--- src/rtl/o_row_drain.sv ---
// Round-robin drain of ROW row FIFOs into a single ready/valid stream, COLS words per row per tile.
// Optional O_ROW_DRAIN_LAST_EN adds o_last marking each row's final word of the tile.
module o_row_drain #(
  parameter int unsigned ROW    = 8,
  parameter int unsigned W_DATA = 8,
  parameter int unsigned COLS   = 8
) (
  input  logic                                     i_clk,
  input  logic                                     i_rst_n,
  input  logic                                     i_start,
  input  logic [ROW-1:0]                           i_fifo_empty,
  input  logic [ROW*W_DATA-1:0]                    i_fifo_data,
  input  logic [ROW-1:0]                           i_fifo_data_valid,
  output logic [ROW-1:0]                           o_read_enable,
  output logic [W_DATA-1:0]                        o_data,
  output logic [((ROW > 1) ? $clog2(ROW) : 1)-1:0] o_row,
  output logic                                     o_valid,
  input  logic                                     i_ready,
  output logic                                     o_busy,
`ifdef O_ROW_DRAIN_LAST_EN
  output logic                                     o_last,
`endif
  output logic                                     o_done
);

  localparam int unsigned RW = (ROW > 1) ? $clog2(ROW) : 1;
  localparam int unsigned CW = $clog2(COLS + 1);
  localparam logic [CW-1:0] COLS_L  = CW'(COLS);
  localparam logic [RW-1:0] ROW_MAX = RW'(ROW - 1);

  typedef enum logic [1:0] {
    S_IDLE = 2'd0,
    S_RUN  = 2'd1,
    S_DONE = 2'd2
  } state_t;

  typedef struct packed {
    logic [W_DATA-1:0] data;
    logic [RW-1:0]     row;
`ifdef O_ROW_DRAIN_LAST_EN
    logic              last;
`endif
  } entry_t;

  state_t            state_q, state_d;
  logic [CW-1:0]     cnt_q [ROW];
  logic [CW-1:0]     cnt_d [ROW];
  logic [RW-1:0]     ptr_q, ptr_d;
  logic              infl_q, infl_d;
  logic [RW-1:0]     infl_row_q, infl_row_d;
`ifdef O_ROW_DRAIN_LAST_EN
  logic              infl_last_q, infl_last_d;
`endif
  entry_t            buf_q [2];
  entry_t            buf_d [2];
  logic [1:0]        occ_q, occ_d;
  logic              busy_q, busy_d;
  logic              done_q, done_d;

  logic [W_DATA-1:0] row_word [ROW];
  logic [ROW-1:0]    elig;
  logic              gnt;
  logic [RW-1:0]     gnt_row;
  logic [RW-1:0]     cand;
  logic              pop;
  logic              push;
  logic              credit;
  logic [2:0]        pend;
  logic              all_zero;
  entry_t            push_entry;

  // Per-row data slices (row 0 in the MSBs) and grant eligibility
  for (genvar g = 0; g < ROW; g++) begin : g_row
    assign row_word[g] = i_fifo_data[W_DATA*(ROW-g)-1 -: W_DATA];
    assign elig[g]     = !i_fifo_empty[g] && (cnt_q[g] != '0);
  end

  // Buffer handshake and credit: never more than two words owned between buffer and flight
  always_comb begin
    pop    = (occ_q != 2'd0) && i_ready;
    push   = infl_q && i_fifo_data_valid[infl_row_q];
    pend   = 3'(occ_q) + 3'(infl_q) - 3'(pop);
    credit = (pend < 3'd2);
  end

  // Round-robin search starting at the pointer
  always_comb begin
    gnt     = 1'b0;
    gnt_row = '0;
    cand    = '0;
    if ((state_q == S_RUN) && credit) begin
      for (int k = 0; k < ROW; k++) begin
        cand = RW'((int'(ptr_q) + k) % int'(ROW));
        if (!gnt && elig[cand]) begin
          gnt     = 1'b1;
          gnt_row = cand;
        end
      end
    end
  end

  always_comb begin
    o_read_enable = '0;
    if (gnt) o_read_enable[gnt_row] = 1'b1;
  end

  always_comb begin
    all_zero = 1'b1;
    for (int i = 0; i < ROW; i++) begin
      if (cnt_q[i] != '0) all_zero = 1'b0;
    end
  end

  always_comb begin
    push_entry      = '0;
    push_entry.data = row_word[infl_row_q];
    push_entry.row  = infl_row_q;
`ifdef O_ROW_DRAIN_LAST_EN
    push_entry.last = infl_last_q;
`endif
  end

  // Next-state, counters, pointer and in-flight tag
  always_comb begin
    state_d    = state_q;
    cnt_d      = cnt_q;
    ptr_d      = ptr_q;
    infl_d     = 1'b0;
    infl_row_d = infl_row_q;
`ifdef O_ROW_DRAIN_LAST_EN
    infl_last_d = infl_last_q;
`endif
    unique case (state_q)
      S_IDLE: begin
        if (i_start) begin
          state_d = S_RUN;
          for (int i = 0; i < ROW; i++) cnt_d[i] = COLS_L;
          ptr_d = '0;
        end
      end
      S_RUN: begin
        if (gnt) begin
          cnt_d[gnt_row] = cnt_q[gnt_row] - CW'(1);
          ptr_d          = (gnt_row == ROW_MAX) ? '0 : gnt_row + RW'(1);
          infl_d         = 1'b1;
          infl_row_d     = gnt_row;
`ifdef O_ROW_DRAIN_LAST_EN
          infl_last_d    = (cnt_q[gnt_row] == CW'(1));
`endif
        end else if (all_zero && !infl_q && (occ_q == 2'd0)) begin
          state_d = S_DONE;
        end
      end
      S_DONE:  state_d = S_IDLE;
      default: state_d = S_IDLE;
    endcase
    busy_d = (state_d != S_IDLE);
    done_d = (state_d == S_DONE);
  end

  // Two-entry output buffer; entry 0 is always the head
  always_comb begin
    buf_d = buf_q;
    occ_d = occ_q;
    case ({push, pop})
      2'b10: begin
        buf_d[occ_q[0]] = push_entry;
        occ_d           = occ_q + 2'd1;
      end
      2'b01: begin
        buf_d[0] = buf_q[1];
        occ_d    = occ_q - 2'd1;
      end
      2'b11: begin
        if (occ_q == 2'd1) begin
          buf_d[0] = push_entry;
        end else begin
          buf_d[0] = buf_q[1];
          buf_d[1] = push_entry;
        end
      end
      default: ;
    endcase
  end

  always_ff @(posedge i_clk or negedge i_rst_n) begin
    if (!i_rst_n) begin
      state_q    <= S_IDLE;
      for (int i = 0; i < ROW; i++) cnt_q[i] <= '0;
      ptr_q      <= '0;
      infl_q     <= 1'b0;
      infl_row_q <= '0;
`ifdef O_ROW_DRAIN_LAST_EN
      infl_last_q <= 1'b0;
`endif
      buf_q[0]   <= '0;
      buf_q[1]   <= '0;
      occ_q      <= 2'd0;
      busy_q     <= 1'b0;
      done_q     <= 1'b0;
    end else begin
      state_q    <= state_d;
      cnt_q      <= cnt_d;
      ptr_q      <= ptr_d;
      infl_q     <= infl_d;
      infl_row_q <= infl_row_d;
`ifdef O_ROW_DRAIN_LAST_EN
      infl_last_q <= infl_last_d;
`endif
      buf_q      <= buf_d;
      occ_q      <= occ_d;
      busy_q     <= busy_d;
      done_q     <= done_d;
    end
  end

  assign o_data  = buf_q[0].data;
  assign o_row   = buf_q[0].row;
  assign o_valid = (occ_q != 2'd0);
  assign o_busy  = busy_q;
  assign o_done  = done_q;
`ifdef O_ROW_DRAIN_LAST_EN
  assign o_last  = buf_q[0].last && (occ_q != 2'd0);
`endif

endmodule

--- config.mk ---
export PLATFORM = sky130hd
export DESIGN_NAME = o_row_drain
export DESIGN_NICKNAME = d
export VERILOG_FILES = /design/src/rtl/o_row_drain.sv
export SDC_FILE = /design/constraint.sdc
export NUM_CORES = 1
export LEC_CHECK = 0
export BUFFER_PORTS_ARGS = -buffer_cell sky130_fd_sc_hd__buf_2
export CAP_MARGIN = 10
export CORE_ASPECT_RATIO = 1.4
export CORE_MARGIN = 2
export CORE_UTILIZATION = 35
export CTS_CLUSTER_DIAMETER = 120
export DETAILED_ROUTE_END_ITERATION = 10
export PLACE_DENSITY = 0.63
export SLEW_MARGIN = 30
export SYNTH_ARGS = -nofsm -noshare
export SYNTH_HDL_FRONTEND = slang
export SYNTH_SLANG_ARGS = --single-unit
--- constraint.sdc ---
create_clock -name i_clk -period 6.2 [get_ports i_clk]
set_input_delay 1.24 -clock i_clk [delete_from_list [all_inputs] [get_ports i_clk]]
set_output_delay 1.24 -clock i_clk [all_outputs]
set_load 0.02 [all_outputs]
Yosys cells after proc, flatten, opt, wreduce, memory -nomap -nowiden
Cells that the tools add are included.
Cells by class
  add/sub/neg operators: 13
  multiply operators: 0
  div/mod/pow operators: 0
  $lt $le $gt $ge: 17
  equality and inequality tests: 10
  shift operators: 0
  multiplexer cells: 84
  bitwise gates (word level): 3
  reduce and logical (&&, ||, !) cells: 58
Operators by type and width (count)
  32-bit two-way mux: 2
  32-bit one-hot mux with 2 select lines: 1
  3-bit by 4-bit < comparator with 1-bit output, second input constant: 10
  1-bit two-way mux: 36
  3-bit two-way mux: 12
  11-bit two-way mux: 3
  11-bit one-hot mux with 3 select lines: 1
  32-bit bitwise mux: 1
  4-bit nonzero test: 8
  1-bit binary-select mux with 3-bit select: 9
  8-bit binary-select mux with 3-bit select: 1
  8-bit two-way mux: 3
  1-bit logical AND: 23
  22-bit bitwise mux: 1
  11-bit one-hot mux with 2 select lines: 1
  1-bit zero test: 16
  3-bit adder, second input constant: 4
  4-bit binary-select mux with 3-bit select: 1
  4-bit demux with 3-bit select: 1
  4-bit two-way mux: 3
  11-bit demux with 1-bit select: 1
  2-bit nonzero test: 5
  4-bit greater-or-equal comparator, second input constant: 2
  3-bit inverter with 4-bit output: 2
  25 further kinds: 38
Storage, ports and cells
  flip-flop bits (word level): 67
  bits in latches: 0
  bits in writable memories: 0
  ROM bits: 0
  input bits: 84
  output and inout bits: 22
  logic and storage cells: 204
  memories: 0

Logic depth before layout (Yosys ltp)
Gate-level depths: netlist (run 1).
  depth in word-level cells: 42
  mapped depth: 21

Least setup slack after synthesis (run 1)
OpenSTA, ideal clock, no wires.
  kind: reg2out
  start: register ptr_q[0]
  end: output port o_read_enable[0]
  arrival: 3989 ps
  slack: 971 ps
  stages on the path, launching flop included: 15
  buffers on the path: 4
  path through: dfrtp_1 clkinv_1 buf_1 ha_1 buf_2 or2_2 o32a_1 mux4_2 o21a_1 o2111a_1 buf_4 o211ai_4 buf_6 nand2b_1 nor3_1
Between the ends
  cells in the longest elaborated chain, start to end: 37
  elaborated cells between the ends (all ways): 68
  those cells by class: add/sub (7); order compare (2); mux (44); reduce/logical (15)
Ends and longest elaborated chain
  from (decl): line 48  | logic [RW-1:0] ptr_q, ptr_d;
  from (signal assigned): line 204  | ptr_q <= ptr_d;
  branches (longest 36 deep; another with 3-bit by 1-bit adder with 3-bit output)
  8-bit two-way mux (*): line 104  | if (gnt) o_read_enable[gnt_row] = 1'b1;
  to (decl): line 14  | output logic [ROW-1:0] o_read_enable,
Mark *: on every way between the ends. The select of a mux whose other input is x is not followed.

Worst setup path in the final report (run 1)
  start: input port i_ready
  end: output port o_read_enable[2]
Between the ends
  cells in the longest elaborated chain, start to end: 10
  elaborated cells between the ends (all ways): 12
  those cells by class: add/sub (1); order compare (3); mux (5); reduce/logical (3)
Ends and longest elaborated chain
  from (decl): line 18  | input logic i_ready,
  1-bit logical AND (*): line 80  | pop = (occ_q != 2'd0) && i_ready;
  3-bit by 1-bit subtractor with 3-bit output (*): line 82  | pend = 3'(occ_q) + 3'(infl_q) - 3'(pop);
  3-bit by 2-bit < comparator with 1-bit output (*): line 83  | credit = (pend < 3'd2);
  1-bit logical AND (*): line 91  | if ((state_q == S_RUN) && credit) begin
  3-bit two-way mux: line 91
  3-bit by 4-bit < comparator with 1-bit output (implied by the code) / 3-bit by 1-bit greater-or-equal comparator with 1-bit output (equally long branches): line 104
  1-bit logical AND (implied by the code): line 104
  1-bit two-way mux (implied by the code): line 104
  1-bit demux with 3-bit select: line 104
  8-bit two-way mux (*): line 104
Every way passes the cells marked *; elsewhere a longest branch is shown, timed or not.

==> impl_metrics.tcl, run 1 <==
set metrics [dict create \
    outcome "completed" \
    tritoncts "yes" \
    syn_area_um2 5370 \
    die_y_um 150 \
    cts.path.max_buffers 2 \
    ioPinCount 106 \
    clk_pin_slew_ps 60 \
    firstDrtPassIters 5 \
    synth_top_area_share_pct 31.3 \
    hold_end "o_data[3]" \
    finalHoldViolations 0 \
    slew-limit-headroom_pct 42.6 \
    ys_warn_count 0 \
    h-tree-depth 3 \
    async_flop_share_pct 100 \
    busiest_layer "met2" \
    r2r_end "cnt_q[19]" \
    final_layout_size_suffix_gt1_share_pct 32.5 \
    vias 4989 \
    drv_cap 0 \
    worstReg2RegStart "occ_q[0]" \
    final_nets 722 \
    postRouteAntennaNets 0 \
    viasPerCell 6.06 \
    grt_max_degree 68 \
    placement.setup.worst_slack_ps 589 \
    finalCritPeriodShare_pct 92.0 \
    critPathMaxFanout 13 \
    min_from "o_data[3]" \
    finalSetupViolations 0 \
    synth_ff_type "dfrtp_1" \
    fin_setup_tns_ps 0 \
    final_common_cell "buf_2" \
    rsz0062_at_grt "no" \
    antenna_found_initial 0 \
    gp_congestion 1.01 \
    synth_nets 641 \
    drc 0 \
    area_delta_synth_final_pct 16.5 \
    ys_types 80 \
    required_ps 4960 \
    met1_usage_pct 21.6 \
    worstMarginPinSlew_ps 861 \
    synth_area_leaders "dfrtp_1, mux4_2, a22o_1" \
    gr-total-overflow 0 \
    reg2regPathDepth 16 \
    first_iter_violations 399 \
    met3_usage_pct 4.55 \
    num_rows 53 \
    grt_pass1_wl_um 25600 \
    yosys.area.top_type "dfrtp_1" \
    postSynthAreaPerCell_um2 9.84 \
    fin_ws_ps 497 \
    critical_path_class "in2out" \
    die_area_um2 16300 \
    worstHoldPathCells 2 \
    numCtsBuffers 9 \
    use_met2_pct 37.5 \
    clock_latency_ps 350 \
    synthCells 545 \
    fp.dieW_um 109 \
    hold_buffers 0 \
    ys_ff_latch 67 \
    io_buffers 105 \
    ys_seq_area_share_pct 31.3 \
    cts_resized 0 \
    start_util_pct 35.8 \
    grt_usage_pct 20.6 \
    wl_per_cell_um 20.7 \
    period_needed_ps 5700 \
    dp_hpwl_um 13100 \
    end_kind "output pin" \
    post_cts_buffers 0 \
    layout.cells.most_common_list "buf_2, dfrtp_1, nand2_1, nor2_1, a21oi_1" \
    drt_wl_total_um 17000 \
    fin_skew_ps 8.39 \
    grt_pass1_vias 4902 \
    worstPathArrival_ps 4460 \
    root_buffer "clkbuf_16" \
    hold_path_class "reg2reg" \
    core_um2 15000 \
    synth_edf_count 0 \
    cts_num_sinks 67 \
    worstSetupStartpointType "input pin" \
    maxSlewViolCount 0 \
    r2r_slack_ps 1300 \
    diodes 0 \
    fmax_mhz 175 \
]
layer usage:
| layer | vias up | share of wire (%) |
|---|---|---|
| met5 | - | 0 |
| met4 | 0 | 5.2 |
| met3 | 58 | 6.8 |
| met2 | 250 | 51 |
| met1 | 2433 | 37 |
| li1 | 2248 | - |
state kept, by name, summed over array words and instances, names as in the netlist:
signal,count
o_row,3
cnt_q,32
infl_q,1
occ_q,2
state_q,2
o_done,1
ptr_q,3
buf_q,11
infl_row_q,3
o_data,8
o_busy,1
cell families (layout without fill, tap and decap cells):
logic type                 after synthesis  count (layout)  share of synthesized area [%]
xor gates and xnor gates                10              10                           2.12
buffers and inverters                   67             153                           6.86
and+or+nand+nor                        160             160                           15.1
AOI/OAI and AO/OA                      175             175                           26.0
adders and majority gates               12              12                           2.94
muxes                                   54              54                           15.8
DFF                                     67              67                           31.3
cells in the mapped netlist (6+ instances only):
| library cell | n |
|---|---|
| dfrtp_1 | 67 |
| nand2_1 | 43 |
| nor2_1 | 42 |
| a21oi_1 | 33 |
| a22o_1 | 28 |
| mux2_2 | 21 |
| mux4_2 | 21 |
| o21ai_0 | 20 |
| inv_1 | 16 |
| clkbuf_1 | 15 |
| a32oi_1 | 14 |
| nor2b_1 | 14 |
| buf_4 | 13 |
| a211oi_1 | 11 |
| buf_2 | 11 |
| ha_1 | 11 |
| mux2i_1 | 10 |
| nand3_1 | 9 |
| o2111a_1 | 9 |
| and2_1 | 7 |
| nand2b_1 | 7 |
| a22oi_1 | 6 |
| nor3_1 | 6 |
metrics by stage:
stage	utilization [%]	cells	hold WS (ps)	cell area [um2]
3_3_place_gp	39.7	807	470	5940
4_1_cts	41.7	823	489	6250
6_report	41.7	823	483	6250
2_1_floorplan	-	545	448	5370
3_5_place_dp	39.7	807	475	5950
5_1_grt	41.7	823	515	6250
worst max-delay path, cell delays in order:
cell	delay, ps
buf_2	90
nand2_1	330
inv_1	250
ha_1	310
nand2b_1	150
fa_1	380
xnor2_1	190
and3_1	480
o211a_1	440
nor2_1	150
and2_1	250
buf_2	190
area by class of cell:
class                      count  area [um2]
clock buffer                   9         225
clock inverter                 7        76.3
fill                        1496        8740
inverter                      19        83.8
multi-input combinational    411        3330
sequential                    67        1680
tap                          192         240
timing repair buffer         118         623
how the worst max path moves through the flow:
stage / from / end / slack [ps] / depth (start not counted)
3_5_place_dp: i_ready / o_read_enable[2] / 590 / 12
6_report: i_ready / o_read_enable[2] / 500 / 12
2_1_floorplan: ptr_q[0] / o_read_enable[0] / 970 / 14
3_3_place_gp: i_ready / o_read_enable[2] / 670 / 12
5_1_grt: i_ready / o_read_enable[6] / 210 / 12
4_1_cts: i_ready / o_read_enable[2] / 530 / 12
Power of run 1 is not shown: default switching activity piles up to over one toggle a cycle in this logic, so the estimate is an artifact.
==> run 2: changes to the inputs <==
- CTS_CLUSTER_SIZE: unset -> 10
- MAX_ROUTING_LAYER: unset -> met4
- REMOVE_ABC_BUFFERS: unset -> 1
==> impl_metrics.tcl, run 2 (synthesized netlist as in run 1, its figures left out) <==
set metrics [dict create \
    largest_reg_flops 32 \
    path_cells "buf_2, nand2_1, inv_1, ha_1, nand2b_1, fa_1, xnor2_1, and3_1, o31ai_1, nor3_1, buf_2" \
    grt_pass1_vias 5056 \
    cts.path.max_buffers 2 \
    hold_end "o_data[6]" \
    fillCellCount 1524 \
    finalCritPeriodShare_pct 93.9 \
    fin_skew_ps 6.72 \
    hold_buffers 0 \
    fin_setup_tns_ps 0 \
    drv_cap 0 \
    crit_top_cell "buf_2" \
    root_buffer "clkbuf_16" \
    area_delta_synth_final_pct 18.0 \
    hold_path_class "reg2reg" \
    cts_num_sinks 67 \
    core_um2 15000 \
    first_iter_violations 341 \
    fp.dieW_um 109 \
    reg2regPathDepth 15 \
    numCtsBuffers 9 \
    cp_slowest_cell "nor3_1" \
    max_stage_delay_ps 540 \
    critPathMaxFanout 13 \
    h-tree-depth 3 \
    wl_per_cell_um 19.4 \
    hold_slack_ps 489 \
    path_delay_family "simple AND/OR/NAND/NOR gates" \
    num_rows 53 \
    worstMarginPinSlew_ps 878 \
    dp_hpwl_um 12100 \
    clock_latency_ps 330 \
    firstDrtPassIters 5 \
    grt_max_degree 68 \
    grt_usage_pct 20.8 \
    required_ps 4960 \
    maxSlewViolCount 0 \
    cts_resized 0 \
    post_cts_buffers 0 \
    outcome "completed" \
    ioPinCount 106 \
    antenna_found_initial 0 \
    gr-total-overflow 0 \
    r2r_slack_ps 1310 \
    die_area_um2 16300 \
    drc 0 \
    grt_pass1_wl_um 25600 \
    tritoncts "yes" \
    worstReg2RegStart "ptr_q[0]" \
    finalSetupViolations 0 \
    worstPathArrival_ps 4580 \
    viasPerCell 5.96 \
    diodes 0 \
    vias 4913 \
    worstHoldPathCells 2 \
    r2r_end "cnt_q[19]" \
    final_nets 723 \
    start_util_pct 35.8 \
    drt_wl_total_um 15900 \
    layout.cells.most_common_list "buf_2, dfrtp_1, nand2_1, nor2_1, a21oi_1" \
    regMostFlops "cnt_q" \
    final_layout_size_suffix_gt1_share_pct 32.4 \
    slew-limit-headroom_pct 41.0 \
    min_from "o_data[6]" \
    period_needed_ps 5820 \
    final_common_cell "buf_2" \
    fmax_mhz 172 \
    postRouteAntennaNets 0 \
    io_buffers 105 \
    worstSetupStartpointType "input pin" \
    finalHoldViolations 0 \
    end_kind "output pin" \
    gp_congestion 0.885 \
    critPathBufInv 3 \
    clk_pin_slew_ps 50 \
    die_y_um 150 \
    critical_path_class "in2out" \
    rsz0062_at_grt "no" \
]
-- run 2: changes by cell type in the layout (fill, tap and decap cells not counted), sizes merged --
cell      change
buf           +1
bufinv        +3
clkinv        -1
clkinvlp      -2
-- run 2: worst max-delay path by stage --
stage                  endpoint  cells after the start  slack [ps]  startpoint
2_1_floorplan  o_read_enable[0]                     10         330    ptr_q[0]
3_3_place_gp   o_read_enable[0]                     11         560     i_ready
3_5_place_dp   o_read_enable[0]                     11         450     i_ready
4_1_cts        o_read_enable[0]                     11         400     i_ready
5_1_grt        o_read_enable[0]                     11          70     i_ready
6_report       o_read_enable[0]                     11         380     i_ready
-- run 2: area by class of cell --
class / count / area, um2 / area share [%]
clock inverter: 7 / 139 / 2.19
multi-input combinational: 411 / 3320 / 52.5
tap: 192 / 240 / 3.80
sequential: 67 / 1680 / 26.5
inverter: 19 / 83.8 / 1.32
clock buffer: 9 / 225 / 3.56
timing repair buffer: 119 / 643 / 10.2
-- run 2: worst reg2reg max path, delay by kind of cell, from the launching register on --
kind	cells	cell delay, ps
compound gates	7	2200
xor+xnor	1	270
fa+ha+maj	1	420
buf+inv	2	330
flops	1	360
mux	2	420
simple gates	2	730
-- run 2: layer usage --
metal / track usage, % / part of all wire, %
met1: 22.7 / 38
met2: 37.4 / 54
met3: 3.42 / 4.9
met4: 8.27 / 2.8
met5: - / 0
-- run 2: stage by stage --
stage                     instances  cell area [um2]  util, %  worst slack (ps)
final                           824             6330     42.2               381
after global routing            824             6330     42.2              74.5
after CTS                       823             6310     42.1               405
after detailed placement        807             5940     39.7               448
after global placement          807             5940     39.7               561
after floorplan                 497             5080        -               327
Power of run 2 is left out for the same reason.
==> run 3: changes to the inputs <==
- CORE_UTILIZATION: 35 -> 57
- GPL_ROUTABILITY_DRIVEN: unset -> 1
- PLACE_DENSITY: 0.63 -> 0.9
==> impl_metrics.tcl, run 3 (synthesized netlist as in run 1, its figures left out) <==
set metrics [dict create \
    start_util_pct 59.1 \
    cts_resized 0 \
    gp_congestion 0.957 \
    drt_wl_total_um 16700 \
    wl_per_cell_um 22.5 \
    finalSetupViolations 0 \
    viasPerCell 6.93 \
    root_buffer "clkbuf_16" \
    ioPinCount 106 \
    antenna_found_initial 1 \
    multi_input_area_um2 3320 \
    regMostFlops "cnt_q" \
    die_area_um2 10200 \
    core_um2 9080 \
    clk_pin_slew_ps 50 \
    cts_num_sinks 67 \
    grt_usage_pct 34.6 \
    critPathMaxFanout 11 \
    dp_hpwl_um 12100 \
    vias 5152 \
    path_cells "clkinv_1, ha_1, buf_4, nor2_1, a32oi_1, mux2i_1, mux2i_1, buf_4, a32oi_1, or2_0, o211a_1, nor2_1, and2_1, buf_2" \
    hold_buffers 0 \
    fmax_mhz 174 \
    fin_setup_tns_ps 0 \
    postRouteAntennaNets 0 \
    tritoncts "yes" \
    drv_cap 0 \
    maxSlewViolCount 0 \
    slew-limit-headroom_pct 38.6 \
    layout.cells.most_common_list "buf_2, dfrtp_1, nand2_1, nor2_1, a21oi_1" \
    hold_path_class "reg2reg" \
    fin_skew_ps 4.97 \
    fillCellCount 661 \
    first_iter_violations 572 \
    end_kind "output pin" \
    h-tree-depth 3 \
    fp.dieW_um 86.0 \
    finalHoldViolations 0 \
    final_layout_size_suffix_gt1_share_pct 32.9 \
    die_y_um 119 \
    grt_max_degree 68 \
    outcome "completed" \
    ff_latch_area_um2 1680 \
    grt_pass1_vias 5240 \
    required_ps 4960 \
    firstDrtPassIters 5 \
    gr-total-overflow 0 \
    cts.path.max_buffers 2 \
    critical_path_class "reg2out" \
    rsz0062_at_grt "no" \
    numCtsBuffers 9 \
    grt_pass1_wl_um 26800 \
    final_nets 726 \
    final_common_cell "buf_2" \
    worstMarginPinSlew_ps 913 \
    finalCritPeriodShare_pct 92.5 \
    largest_reg_flops 32 \
    period_needed_ps 5740 \
    num_rows 41 \
    drc 0 \
    io_buffers 105 \
    worstSetupStartpointType "flip-flop" \
    area_delta_synth_final_pct 15.3 \
    post_cts_buffers 0 \
    max_stage_delay_ps 510 \
    worstPathArrival_ps 4500 \
    clock_latency_ps 330 \
    cp_slowest_cell "o211a_1" \
]
==> run 3: cell types whose count changed in the layout (fill, tap and decap cells not counted), sizes merged <==
| cell | before | now |
|---|---|---|
| clkbuf | 9 | 11 |
| bufinv | 4 | 1 |
| buf | 119 | 122 |
| diode | 0 | 1 |
| clkinvlp | 0 | 1 |
==> run 3: critical path: cells and delay by family, from the launching register on <==
family | cells | cell delay, ps
adder cells (fa/ha/maj) | 1 | 500
multiplexers | 2 | 530
AND/OR/NAND/NOR | 4 | 1060
AO/OA/AOI/OAI | 3 | 920
buffers and inverters | 4 | 750
flip-flops | 1 | 380
==> run 3: final cells by class <==
cell class                 count  share of cell area (%)
antenna                        1                  0.0405
clock buffer                  11                    4.09
clock inverter                 5                   0.971
inverter                      19                    1.36
multi-input combinational    411                    53.7
sequential                    67                    27.1
tap                          107                    2.16
timing repair buffer         122                    10.6
==> run 3: metal layers <==
metal / global-route usage [%] / up-vias / routed length (um)
li1: - / 2255 / -
met1: 41.3 / 2508 / 6110
met2: 55.6 / 316 / 8520
met3: 5.45 / 73 / 1150
met4: 18.6 / 0 / 930
met5: - / - / 0
==> run 3: metrics by stage <==
step | setup WS [ps] | area [um2] | util [%] | hold slack [ps] | instances
global route | 273 | 6180 | 68.1 | 506 | 743
CTS | 546 | 6180 | 68.1 | 486 | 742
floorplan | 327 | 5080 | - | 448 | 497
global placement | 781 | 5870 | 64.6 | 460 | 726
finish | 465 | 6180 | 68.1 | 484 | 743
detailed placement | 595 | 5870 | 64.6 | 471 | 726
==> run 3: final timing paths <==
check	from	end	slack, ps	cells after the start
worst max-delay path	ptr_q[0]	o_read_enable[2]	460	14
worst min-delay path	o_data[6]	o_data[6]	480	2
worst max register to register	ptr_q[0]	cnt_q[29]	1250	17
worst min register to register	o_data[6]	o_data[6]	480	2
max in group asynchronous	i_rst_n	infl_row_q[0]	4530	2
min in group asynchronous	i_rst_n	cnt_q[7]	1090	2
Power of run 3 is left out for the same reason.
